[src/rtl/tlul_host_adapter.sv]
// TL-UL host adapter: turns a simple req/gnt host port into TL-UL A/D traffic.
// It keeps up to MaxReqs transactions outstanding and returns their responses
// in order as one-cycle valid pulses with registered data and error status.

package top_pkg;
  localparam int TL_AW  = 32;
  localparam int TL_DW  = 32;
  localparam int TL_AIW = 8;
  localparam int TL_DIW = 1;
  localparam int TL_DBW = 4;
  localparam int TL_SZW = 2;
endpackage

package tlul_pkg;
  typedef enum logic [2:0] {
    PutFullData    = 3'h0,
    PutPartialData = 3'h1,
    Get            = 3'h4
  } tl_a_op_e;

  typedef enum logic [2:0] {
    AccessAck     = 3'h0,
    AccessAckData = 3'h1
  } tl_d_op_e;

  typedef logic [7:0] tl_a_user_t;
  typedef logic [7:0] tl_d_user_t;
  localparam tl_a_user_t TL_A_USER_DEFAULT = '0;

  typedef struct packed {
    logic                          a_valid;
    tl_a_op_e                      a_opcode;
    logic [2:0]                    a_param;
    logic [top_pkg::TL_SZW-1:0]    a_size;
    logic [top_pkg::TL_AIW-1:0]    a_source;
    logic [top_pkg::TL_AW-1:0]     a_address;
    logic [top_pkg::TL_DBW-1:0]    a_mask;
    logic [top_pkg::TL_DW-1:0]     a_data;
    tl_a_user_t                    a_user;
    logic                          d_ready;
  } tl_h2d_t;

  typedef struct packed {
    logic                          d_valid;
    tl_d_op_e                      d_opcode;
    logic [2:0]                    d_param;
    logic [top_pkg::TL_SZW-1:0]    d_size;
    logic [top_pkg::TL_AIW-1:0]    d_source;
    logic [top_pkg::TL_DIW-1:0]    d_sink;
    logic [top_pkg::TL_DW-1:0]     d_data;
    tl_d_user_t                    d_user;
    logic                          d_error;
    logic                          a_ready;
  } tl_d2h_t;
endpackage

module tlul_host_adapter #(
  parameter int MaxReqs = 2
) (
  input  logic              clk_i,
  input  logic              rst_ni,
  input  logic              req_i,
  output logic              gnt_o,
  input  logic [31:0]       addr_i,
  input  logic              we_i,
  input  logic [31:0]       wdata_i,
  input  logic [3:0]        be_i,
  output logic              valid_o,
  output logic [31:0]       rdata_o,
  output logic              err_o,
  output logic              busy_o,
  output logic              unexp_rsp_o,
  output tlul_pkg::tl_h2d_t tl_o,
  input  tlul_pkg::tl_d2h_t tl_i
);

  localparam int CW  = $clog2(MaxReqs + 1);
  localparam int SW  = (MaxReqs > 1) ? $clog2(MaxReqs) : 1;
  localparam int AIW = top_pkg::TL_AIW;
  localparam logic [CW-1:0] CntMax = CW'(MaxReqs);
  localparam logic [SW-1:0] IdxMax = SW'(MaxReqs - 1);

  logic [CW-1:0]              cnt;
  logic [SW-1:0]              sid, wptr, rptr;
  logic [MaxReqs-1:0][SW-1:0] fifo_sid;
  logic [MaxReqs-1:0]         fifo_we;

  logic          a_valid, push, pop, d_unexp;
  logic [SW-1:0] head_sid;
  logic          head_we, src_err, op_err;

  logic          valid_q, err_q, unexp_q;
  logic [31:0]   rdata_q;

  // Fields of the D channel this host never looks at.
  logic unused_d;
  assign unused_d = ^{tl_i.d_param, tl_i.d_size, tl_i.d_sink, tl_i.d_user};

  // Source ids and FIFO pointers both count modulo MaxReqs.
  function automatic logic [SW-1:0] wrap_inc(input logic [SW-1:0] p);
    return (p == IdxMax) ? '0 : SW'(p + 1'b1);
  endfunction

  // Handshake decode and FIFO head check.
  always_comb begin
    a_valid  = req_i & (cnt != CntMax);
    push     = a_valid & tl_i.a_ready;
    pop      = tl_i.d_valid & (cnt != '0);
    d_unexp  = tl_i.d_valid & (cnt == '0);
    head_sid = fifo_sid[rptr];
    head_we  = fifo_we[rptr];
    src_err  = (tl_i.d_source != AIW'(head_sid));
    op_err   = head_we ? (tl_i.d_opcode != tlul_pkg::AccessAck)
                       : (tl_i.d_opcode != tlul_pkg::AccessAckData);
  end

  // A-channel request fields, purely combinational from the host port.
  always_comb begin
    tl_o           = '0;
    tl_o.a_valid   = a_valid;
    tl_o.a_opcode  = !we_i          ? tlul_pkg::Get :
                     (be_i == 4'hF) ? tlul_pkg::PutFullData :
                                      tlul_pkg::PutPartialData;
    tl_o.a_param   = 3'h0;
    tl_o.a_size    = 2'd2;
    tl_o.a_source  = AIW'(sid);
    tl_o.a_address = {addr_i[31:2], 2'b00};
    tl_o.a_mask    = we_i ? be_i : 4'hF;
    tl_o.a_data    = we_i ? wdata_i : 32'h0;
    tl_o.a_user    = tlul_pkg::TL_A_USER_DEFAULT;
    tl_o.d_ready   = 1'b1;
  end

  // Outstanding count, source id and FIFO pointers.
  always_ff @(posedge clk_i) begin
    if (!rst_ni) begin
      cnt  <= '0;
      sid  <= '0;
      wptr <= '0;
      rptr <= '0;
    end else begin
      case ({push, pop})
        2'b10:   cnt <= cnt + 1'b1;
        2'b01:   cnt <= cnt - 1'b1;
        default: cnt <= cnt;
      endcase
      if (push) begin
        sid  <= wrap_inc(sid);
        wptr <= wrap_inc(wptr);
      end
      if (pop) rptr <= wrap_inc(rptr);
    end
  end

  // Tracking storage; contents are only meaningful between the pointers.
  always_ff @(posedge clk_i) begin
    if (push) begin
      fifo_sid[wptr] <= sid;
      fifo_we[wptr]  <= we_i;
    end
  end

  // Response register: one-cycle valid pulse, data and error held until next.
  always_ff @(posedge clk_i) begin
    if (!rst_ni) begin
      valid_q <= 1'b0;
      rdata_q <= '0;
      err_q   <= 1'b0;
      unexp_q <= 1'b0;
    end else begin
      valid_q <= pop;
      if (pop) begin
        rdata_q <= (tl_i.d_opcode == tlul_pkg::AccessAckData) ? tl_i.d_data : 32'h0;
        err_q   <= tl_i.d_error | src_err | op_err;
      end
      if (d_unexp) unexp_q <= 1'b1;
    end
  end

  assign gnt_o       = push;
  assign busy_o      = (cnt != '0);
  assign valid_o     = valid_q;
  assign rdata_o     = rdata_q;
  assign err_o       = err_q;
  assign unexp_rsp_o = unexp_q;

endmodule

[config.mk]
export PLATFORM = sky130hd
export DESIGN_NAME = tlul_host_adapter
export DESIGN_NICKNAME = d
export VERILOG_FILES = /design/src/rtl/tlul_host_adapter.sv
export SDC_FILE = /design/constraint.sdc
export NUM_CORES = 1
export LEC_CHECK = 0
export ABC_CLOCK_PERIOD_IN_PS = 6200
export CAP_MARGIN = 20
export CORE_AREA = 2 2 103 105
export DETAILED_ROUTE_END_ITERATION = 8
export DIE_AREA = 0 0 105 107
export GPL_TIMING_DRIVEN = 0
export PLACE_DENSITY = 0.8
export SLEW_MARGIN = 5
export SYNTH_ARGS = -nofsm -noshare
export SYNTH_HDL_FRONTEND = slang
export SYNTH_SLANG_ARGS = --single-unit
[constraint.sdc]
create_clock -name clk_i -period 6.2 [get_ports clk_i]
set_clock_uncertainty 0.2 [all_clocks]
set_input_delay 1.55 -clock clk_i [delete_from_list [all_inputs] [get_ports clk_i]]
set_output_delay 1.55 -clock clk_i [all_outputs]
set_load 0.005 [all_outputs]
# After elaboration in Yosys (flattened, before gate mapping)
# Cells that the tools add are included.
[op_classes] n_addsub=5 n_mul=0 n_div=0 order_cmp=3 eq_ne=7 shift=0 mux=18 bitwise=6 reduce_logical=5
[ops] operator="$mux 32" n=2
[ops] operator="$mux 1" n=10
[ops] operator="$ne 8x1->1" n=1
[ops] operator="$and 1x1->1" n=4
[ops] operator="$bwmux 2" n=2
[ops] operator="$eq 4x4->1 const B" n=1
[ops] operator="$lt 1x2->1 const B" n=2
[ops] operator="$mux 4" n=1
[ops] operator="$pmux 2 s2" n=1
[ops] operator="$reduce_bool 2->1" n=2
[ops] operator="$add 1x1->1 const B" n=3
[ops] operator="$eq 3x1->1 const B" n=1
[ops] operator="$mux 3" n=1
[ops] operator="$ne 3x1->1 const B" n=1
[ops] operator="$reduce_bool 3->1" n=1
[ops] operator="$add 2x1->2 const B" n=1
[ops] operator="$eq 2x1->1 const B" n=1
[ops] operator="$eq 2x2->1 const B" n=1
[ops] operator="$logic_not 2->1" n=1
[ops] operator="$ne 2x2->1 const B" n=1
[ops] operator="$or 1x1->1" n=2
[ops] operator="$sub 2x1->2 const B" n=1
[ops] operator="$demux 1 s1" n=1
[ops] operator="$ge 1x1->1 const B" n=1
[ops] operator="$logic_and 1x1->1" n=1
[word_totals] regBits=44 latchBits=0 mem_bits_rw=0 mem_bits_ro=0 n_memories=0

# Logic depth before layout (Yosys ltp)
# Gate-level depths: netlist (run 1).
[logic_depth] depth_word=5 depth_mapped=7

# Worst setup path after synthesis (run 1)
# No wires, ideal clock.
[synth_timing] path_type="input -> output" from="in req_i" to="out gnt_o" arrival_ps=2058 setup_slack_ps=2392 path_stages=3 n_path_buf=0 path_cell_list="inv_1 or3_1 inv_1"
[synth_between] elab_chain_cells=2
[synth_lines] item="from (decl)" line="62" source="input logic req_i,"
[synth_lines] item="$and 1x1->1" line="106" source="a_valid = req_i & (cnt != CntMax);"
[synth_lines] item="$and 1x1->1" line="107" source="push = a_valid & tl_i.a_ready;"
[synth_lines] item="to (decl)" line="63" source="output logic gnt_o,"
# No other way between the ends.

==> out/metrics.yaml, run 1 <==
logic_synthesis:
  synth_cells: 297
  ys_seq_elements: 44
  synth_top_area_cell: "dfxtp_1"
  yosysSeqAreaShare_pct: 38.25
  ys_warn_count: 0
  ys_top_cells_by_count: "buf_4, dfxtp_1, a21oi_1"
  ys_async_sr_fraction_pct: 0
  synth_area_leaders: "dfxtp_1, buf_4, and2_1"
  synth_edf_count: 4
  yosysMostFrequentCell: "buf_4"
  synthesis.area_mm2: 0.002407
  synth-main-ff-cell: "dfxtp_1"
  postSynthAreaPerCell_um2: 8.105
  ys_types: 29
  yosysTopAreaCellShare_pct: 33.26
sta:
  setup_viol: 0
  period_share_pct: 81.49
  layout_min_cycle_time_ns: 5.052
  setup_tns_ns: 0
  drv_slew: 0
  worst_pin_slew_ns: 0.6830
  hold_viol: 0
  rsz0062_at_grt: "false"
  slew_headroom_pct: 54.30
  max_freq_ghz: 0.1979
clock_tree:
  clk_pin_slew_ns: 0.08
  ctsHoldBuffers: 0
  cts_tree: "done"
  clock-sinks: 44
  cts_buffers: 5
  insertion_delay_ns: 0.29
  root_buffer: "clkbuf_8"
  cts_buffer_depth: 2
  cts.repair.resized: 0
  cts_setup_buffers: 0
  htree_num_levels: 2
global_route:
  antenna_found_initial: 0
  grt_pass1_vias: 2816
  track_usage_pct: 15.58
  overflow: 0
  grt_max_degree: 14
  grt_pass1_wl_um: 14060
setup_path:
  critPathMaxFanout: 12
  crit_path_top_delay_cell: "clkdlybuf4s50_1"
  cp_common_cell: "clkdlybuf4s50_1"
  crit_type: "in -> out"
  critPathLaunchType: "input pin"
  slowest_delay_ns: 0.70
  crit_required_ns: 4.45
  crit_path_end_kind: "output pin"
  path_cells: "clkdlybuf4s50_1 > clkbuf_1 > and2_1 > clkdlybuf4s50_1"
  critPathArrivalTime_ns: 3.30
placed_design:
  hpwl_um: 7753
  gp_congestion: 0.7998
  port_buffers: 191
cells_and_area:
  utilization_pct: 46.32
  multi_input_area_mm2: 0.001028
  num-fill-cells: 985
  nets: 650
  regArea_um2: 920.9
  area_growth_pct: 94.18
  drive_above_1_share_pct: 13.71
  diodes: 0
outcome:
  outcome: "finished, final reports clean"
drt:
  drt-initial-drc-count: 87
  wl_per_cell_um: 14.22
  wirelength_um: 9299
  viasPerCell: 4.278
  vias: 2798
  dr.pass1.iters: 4
  ant_nets: 0
  remaining_drc_errors: 0
floorplanning:
  start_util_pct: 23.85
  dieArea_mm2: 0.01124
  placementRows: 37
  core_mm2: 0.01009
  die_y_um: 107
  die_w_um: 105
  ios: 263
pwr:
  p_leak_nw: 1.819
  power_density_mw_per_mm2: 179.8
  ir_worst_vdd_mv: 0.1064
worst_hold_path:
  hold_path.class: "reg -> reg"
flow_run:
  drv_cap: 0
==> stage by stage <==
step / total power [mW] / cell area (um^2) / hold slack (ns) / setup slack [ns] / cells
4_1_cts: 0.8518 / 4674 / 0.2563 / 1.106 / 654
3_3_place_gp: 0.6363 / 4572 / 0.2366 / 1.123 / 646
6_report: 0.8407 / 4674 / 0.2527 / 1.148 / 654
2_1_floorplan: 0.4710 / 2490 / 0.2483 / 2.392 / 319
5_1_grt: 0.8888 / 4674 / 0.2718 / 0.9942 / 654
3_5_place_dp: 0.6458 / 4572 / 0.2457 / 1.113 / 646
==> metal layers <==
layer | GRT usage (%) | share of wire, % | wire length [um]
met1 | 17.52 | 39 | 3615
met5 | 0 | 0 | 0
met4 | 2.571 | 0.59 | 55
met3 | 4.377 | 8.1 | 755
met2 | 29.55 | 52 | 4872
==> report_power, final <==
part	switching, mW	internal (mW)	leakage [nW]
clock network	0.0991	0.104	0.0534
registers	0.0171	0.308	0.361
logic	0.132	0.182	1.40
==> state kept, by name, summed over array words and instances, names as in the netlist <==
register / cells
fifo_we: 2
sid: 1
cnt: 2
err_o: 1
rdata_o: 32
rptr: 1
valid_o: 1
fifo_sid: 2
unexp_rsp_o: 1
wptr: 1
==> worst max-delay path, delay by kind of cell <==
kind	cells	cell delay (ns)
buffers and inverters	3	1.57
AND/OR/NAND/NOR	1	0.18
==> cells by family after synthesis <==
logic type	count (synthesis)	synth area share [%]
AO/OA/AOI/OAI	43	9.511
XOR/XNOR	5	1.819
adder cells (fa/ha/maj)	1	0.5197
buffers and inverters	84	22.45
flip-flops	44	38.25
multiplexers	2	0.8316
other	2	0.3120
AND/OR/NAND/NOR	116	26.30
==> cells in the final DEF, fill, tap and decap left out, drive strengths merged, types with 2 or more instances in the layout <==
master         Yosys  layout
a21oi             36      36
and2              32      32
buf               62      62
clkbuf            14      21
clkdlybuf4s50      0     191
conb               2      24
dfxtp             40      40
edfxtp             4       4
inv                8       8
mux2i              2       2
nand2             32      32
nand2b             4       4
nand4             32      32
nor2               7       7
nor4               2       2
o21ai              3       3
o31ai              2       2
or3                2       2
or4                2       2
xnor2              3       3
xor2               2       2
==> cell type report <==
| class | instances | share of cell area [%] |
|---|---|---|
| repair buffers | 191 | 40.90 |
| multi-input cells | 191 | 22.00 |
| flip-flops and latches | 44 | 19.70 |
| plain buffers | 76 | 10.92 |
| well taps | 136 | 3.640 |
| clock buffers | 7 | 2.088 |
| inverters | 8 | 0.6424 |
| clock inverters | 1 | 0.1071 |
==> path summary, 6_finish.rpt <==
path | start | to | slack, ns | cells past startpoint
worst max register to register | cnt[0] | cnt[1] | 3.85 | 6
worst min register to register | rdata_o[14] | rdata_o[14] | 0.25 | 2
worst max-delay path | we_i | tl_o[35] | 1.15 | 4
worst min-delay path | rdata_o[14] | rdata_o[14] | 0.25 | 2
Power figures use the tool's default switching activity.
==> run 2, diff against run 1 <==
ABC_CLOCK_PERIOD_IN_PS = 4130   (was 6200)
PLACE_DENSITY = 0.83   (was 0.8)
clock period = 4.13 ns   (was 6.2 ns; I/O delays follow)
==> run 2 against run 1 <==
Against the previous run: register-to-register slack got worse by 2.0 ns; clock-buffer cell count decreased by 1; critical path depth unchanged; core utilization increased by 0.56 points; hold slack improved by 0.0040 ns; wire length decreased by 1.1%; setup slack got worse by 1.0 ns; largest cell class unchanged; largest power group unchanged.
==> out/metrics.yaml, run 2 (synthesized netlist as in run 1, its figures left out) <==
outcome:
  outcome: "finished, final reports clean"
setup_path:
  rr_worst_depth: 6  # unchanged
  cp_common_cell: "clkdlybuf4s50_1"
  crit_path_end_kind: "output pin"
  slowest_delay_ns: 0.70  # about the same
  critPathLaunchType: "input pin"
  crit_required_ns: 2.90  # -1.55 ns
  crit_path_top_delay_cell: "clkdlybuf4s50_1"
  rr_endpoint: "cnt[1]"
  critPathMaxFanout: 12  # unchanged
  r2r_slack_ns: 1.85  # -2.00 ns
  r2r-start: "cnt[0]"
  crit_type: "in -> out"
  critPathArrivalTime_ns: 2.75  # -0.55 ns
  path_cells: "clkdlybuf4s50_1 > clkbuf_1 > and2_1 > clkdlybuf4s50_1"
placed_design:
  hpwl_um: 7795  # +0.54%
  port_buffers: 191  # unchanged
  gp_congestion: 0.7832  # -2.1%
flow_run:
  drv_cap: 0  # unchanged
global_route:
  grt_max_degree: 15  # +1
  track_usage_pct: 15.77  # +0.19 points
  overflow: 0  # unchanged
  grt_pass1_vias: 2863  # +1.7%
  antenna_found_initial: 2  # +2
  grt_pass1_wl_um: 14110  # +0.34%
clock_tree:
  cts_buffer_depth: 2  # unchanged
  insertion_delay_ns: 0.29  # about the same
  cts_buffers: 5  # unchanged
  clock-sinks: 44  # unchanged
  htree_num_levels: 2  # unchanged
  ctsHoldBuffers: 0  # unchanged
  root_buffer: "clkbuf_8"
  cts_setup_buffers: 0  # unchanged
  cts.repair.resized: 0  # unchanged
  cts_tree: "done"
  clk_pin_slew_ns: 0.08  # about the same
pwr:
  power_mw: 1.377  # +64%
  p_leak_nw: 1.842  # +1.3%
  ir_worst_vdd_mv: 0.1671  # +57%
  power_density_mw_per_mm2: 291.1  # +62%
cells_and_area:
  drive_above_1_share_pct: 13.90  # +0.19 points
  layout_common_cells: "clkdlybuf4s50_1, buf_4, dfxtp_1"
  largest_register_ffs: 32  # unchanged
  area_growth_pct: 96.52
  num-fill-cells: 967  # -1.8%
  nets: 650  # unchanged
  layout_commonest_cell: "clkdlybuf4s50_1"
worst_hold_path:
  min_from: "rdata_o[10]"
  min_to: "rdata_o[10]"
  hold_depth: 2  # unchanged
  hold_path.class: "reg -> reg"
drt:
  vias: 2799  # +0.036%
  remaining_drc_errors: 0  # unchanged
  dr.pass1.iters: 4  # unchanged
  wl_per_cell_um: 14.03  # -1.4%
  viasPerCell: 4.267  # -0.27%
  wirelength_um: 9201  # -1.1%
  ant_nets: 0  # unchanged
  drt-initial-drc-count: 82  # -5.7%
floorplanning:
  die_w_um: 105  # unchanged
  placementRows: 37  # unchanged
  start_util_pct: 23.85  # unchanged
  dieArea_mm2: 0.01124  # unchanged
  die_y_um: 107  # unchanged
  ios: 263  # unchanged
  core_mm2: 0.01009  # unchanged
sta:
  setup_tns_ns: 0  # unchanged
  worst_pin_slew_ns: 0.5322  # -0.1508 ns
  layout_min_cycle_time_ns: 3.979
  setup_viol: 0  # unchanged
  period_share_pct: 96.33
  rsz0062_at_grt: "false"
  slew_headroom_pct: 64.39  # +10 points
  drv_slew: 0  # unchanged
  max_freq_ghz: 0.2513
  hold_viol: 0  # unchanged
## run 2: cell types whose count changed in the layout (fill, tap and decap cells not counted), sizes merged
cell    delta
diode      +2
bufinv     +2
clkinv     -1
clkbuf     -1
## run 2: power by group
group | switching [mW] | internal, mW
Clock | 0.147 | 0.278
Combinational | 0.192 | 0.273
Sequential | 0.0256 | 0.462
## run 2: metrics by stage
stage	setup slack (ns)	std cells	instance area, um^2	hold slack [ns]	util (%)
after floorplan	1.357	319	2490	0.2483	-
after global placement	0.1390	646	4572	0.2376	45.30
after detailed placement	0.1365	646	4572	0.2452	45.30
after CTS	0.1213	654	4726	0.2582	46.83
after global routing	0.002344	656	4731	0.2807	46.88
final	0.1514	656	4731	0.2567	46.88
## run 2: worst max-delay path, delay by kind of cell
family | cells | cell delay [ns]
buffers and inverters | 3 | 1.52
AND/OR/NAND/NOR | 1 | 0.19
## run 2: layout make-up
type	count	area [um^2]	area share [%]
Timing Repair Buffer	191	1912	40.41
Clock inverter	2	60.06	1.270
Tap cell	136	170.2	3.597
Buffer	76	510.5	10.79
Antenna cell	2	5.005	0.1058
Sequential cell	44	920.9	19.47
Inverter	8	30.03	0.6348
Multi-Input combinational cell	191	1028	21.74
Clock buffer	6	93.84	1.984
## run 2: how the worst max path moves through the flow
stage          start        to  slack, ns  cells after the start
3_3_place_gp    we_i  tl_o[10]       0.14                      4
2_1_floorplan  req_i     gnt_o       1.36                      3
6_report        we_i  tl_o[17]       0.15                      4
3_5_place_dp    we_i  tl_o[17]       0.14                      4
4_1_cts         we_i  tl_o[17]       0.12                      4
5_1_grt         we_i  tl_o[17]      0.002                      4
## run 2: per-layer routing
metal | track usage, % | vias to the layer above | wire, um
met4 | 5.048 | 0 | 164
li1 | - | 1361 | -
met5 | 0 | - | 0
met1 | 15.89 | 1277 | 3396
met3 | 5.228 | 11 | 783
met2 | 30.43 | 150 | 4857
==> run 3, diff against run 2 <==
REMOVE_ABC_BUFFERS = 1   (was default)
==> run 3 against run 2 <==
Against the previous run: wire length grew 0.48%; critical path depth grew 1; first-iteration DRC count grew 16%; hold slack lost 0.0026 ns; die area is the same; non-clock buffer count shrank 102.
==> out/metrics.yaml, run 3 (synthesized netlist as in run 1, its figures left out) <==
drt:
  vias: 2436  # -13%
  dr.pass1.iters: 4  # unchanged
  drt-initial-drc-count: 95  # +16%
  viasPerCell: 4.413  # +3.4%
  ant_nets: 0  # unchanged
  wirelength_um: 9245  # +0.48%
  wl_per_cell_um: 16.75  # +19%
  remaining_drc_errors: 0  # unchanged
clock_tree:
  htree_num_levels: 2  # unchanged
  cts_buffer_depth: 2  # unchanged
  clock-sinks: 44  # unchanged
  clk_pin_slew_ns: 0.08  # about the same
  cts_setup_buffers: 0  # unchanged
  cts_buffers: 5  # unchanged
  insertion_delay_ns: 0.29  # about the same
  ctsHoldBuffers: 0  # unchanged
  cts_tree: "done"
  root_buffer: "clkbuf_8"
setup_path:
  critPathMaxFanout: 5  # -7
  critPathLaunchType: "input pin"
  crit_path_end_kind: "output pin"
  critPathArrivalTime_ns: 2.57  # -0.18 ns
  crit_required_ns: 2.90  # about the same
  r2r_slack_ns: 1.19  # -0.66 ns
  crit_type: "in -> out"
pwr:
  clkPwrFrac_pct: 27.3  # -3.5 points
  p_int_mw: 0.8437  # -17%
  switching_share_pct: 29.17  # +2.7 points
  ir_worst_vdd_mv: 0.1497  # -10%
  p_sw_mw: 0.3475  # -4.7%
  p_leak_nw: 1.416  # -23%
  power.share.sequential_pct: 41.1  # +5.7 points
  p_comb_share_pct: 31.5  # -2.2 points
  power_density_mw_per_mm2: 301.0  # +3.4%
floorplanning:
  die_w_um: 105  # unchanged
  placementRows: 37  # unchanged
  start_util_pct: 23.85  # unchanged
  core_mm2: 0.01009  # unchanged
  dieArea_mm2: 0.01124  # unchanged
  ios: 263  # unchanged
  die_y_um: 107  # unchanged
sta:
  worst_pin_slew_ns: 0.8835  # +0.3513 ns
  finalWorstSetupSlack_ns: 0.3288  # +0.1774 ns
  setup_tns_ns: 0  # unchanged
  rsz0062_at_grt: "false"
  max_freq_ghz: 0.2631  # +4.7%
  drv_slew: 0  # unchanged
  hold_viol: 0  # unchanged
  layout_min_cycle_time_ns: 3.801  # -0.1774 ns
  slew_headroom_pct: 40.88  # -24 points
  setup_viol: 0  # unchanged
  period_share_pct: 92.04  # -4.3 points
placed_design:
  gp_congestion: 0.8378  # +7.0%
  pre_cts_ws_ns: -0.3101  # -0.4466 ns
  port_buffers: 162  # -15%
  dpl_cell_area_mm2: 0.003851  # -16%
  hpwl_um: 7695  # -1.3%
cells_and_area:
  regArea_um2: 920.9  # unchanged
  layout_commonest_cell: "clkdlybuf4s50_1"
  largest_register_ffs: 32  # unchanged
  layout_common_cells: "clkdlybuf4s50_1, dfxtp_1, a21oi_1"
  drive_above_1_share_pct: 3.606  # -10 points
  final_area_mm2: 0.003958  # -16%
  diodes: 0  # -2
  utilization_pct: 39.21  # -7.7 points
  area_growth_pct: 64.40
  num-fill-cells: 1024  # +5.9%
  nets: 548  # -16%
  multi_input_area_mm2: 0.001039  # +0.97%
worst_hold_path:
  hold_path.class: "reg -> reg"
global_route:
  antenna_found_initial: 0  # -2
  overflow: 0  # unchanged
  grt_pass1_wl_um: 13610  # -3.5%
  grt_max_degree: 40  # +25
  track_usage_pct: 15.82  # +0.048 points
  grt_pass1_vias: 2436  # -15%
flow_run:
  drv_cap: 0  # unchanged
outcome:
  outcome: "finished, final reports clean"
## run 3: cell types whose count changed in the layout (fill, tap and decap cells not counted), moves of 2 or more
| cell | change |
|---|---|
| buf_16 | +2 |
| buf_4 | -59 |
| clkdlybuf4s50_1 | -30 |
| buf_2 | -3 |
| diode_2 | -2 |
| clkbuf_1 | -14 |
## run 3: worst paths after layout
| path | from | to | cells after the start |
|---|---|---|---|
| setup / recovery | tl_i[0] | gnt_o | 5 |
| hold / removal | rdata_o[0] | rdata_o[0] | 2 |
| setup reg to reg | cnt[0] | cnt[1] | 5 |
| hold reg to reg | rdata_o[0] | rdata_o[0] | 2 |
## run 3: timing repair
item / in CTS / in global routing
gates cloned: 0 / 0
endpoints found under the setup margin: 5 / 1
resized for setup: 2 / 1
## run 3: through the flow
step	power [mW]	hold slack [ns]	std cells
final	1.191	0.2541	552
after floorplan	0.6358	0.2483	243
after CTS	1.212	0.2541	552
after global routing	1.268	0.2784	552
after detailed placement	0.8790	0.2428	544
after global placement	0.8571	0.2385	541
## run 3: final cells by class
type	count	area share (%)
clock inverter	3	1.075
timing repair buffer	165	42.62
clock buffer	5	1.739
inverter	8	0.7588
sequential	44	23.27
multi-input combinational	191	26.24
tap	136	4.300
## run 3: metal layers
layer,global-route usage (%),vias up,part of all wire [%]
met5,5.714,-,0.89
met4,3.429,4,1.0
met3,11.98,12,17
met2,25.56,182,46
met1,15.99,1087,36
li1,-,1151,-
## run 3: worst max-delay path, stage by stage
cell	delay, ns
clkdlybuf4s50_1	0.49
inv_1	0.08
or3_1	0.40
inv_1	0.07
clkdlybuf4s50_1	0.49
## run 3: power groups by stage
stage | registers, mW | logic, mW | clock network [mW]
6_report | 0.490 | 0.375 | 0.326
3_5_place_dp | 0.499 | 0.380 | 0
5_1_grt | 0.495 | 0.408 | 0.365
4_1_cts | 0.490 | 0.381 | 0.341
2_1_floorplan | 0.494 | 0.141 | 0
3_3_place_gp | 0.494 | 0.363 | 0
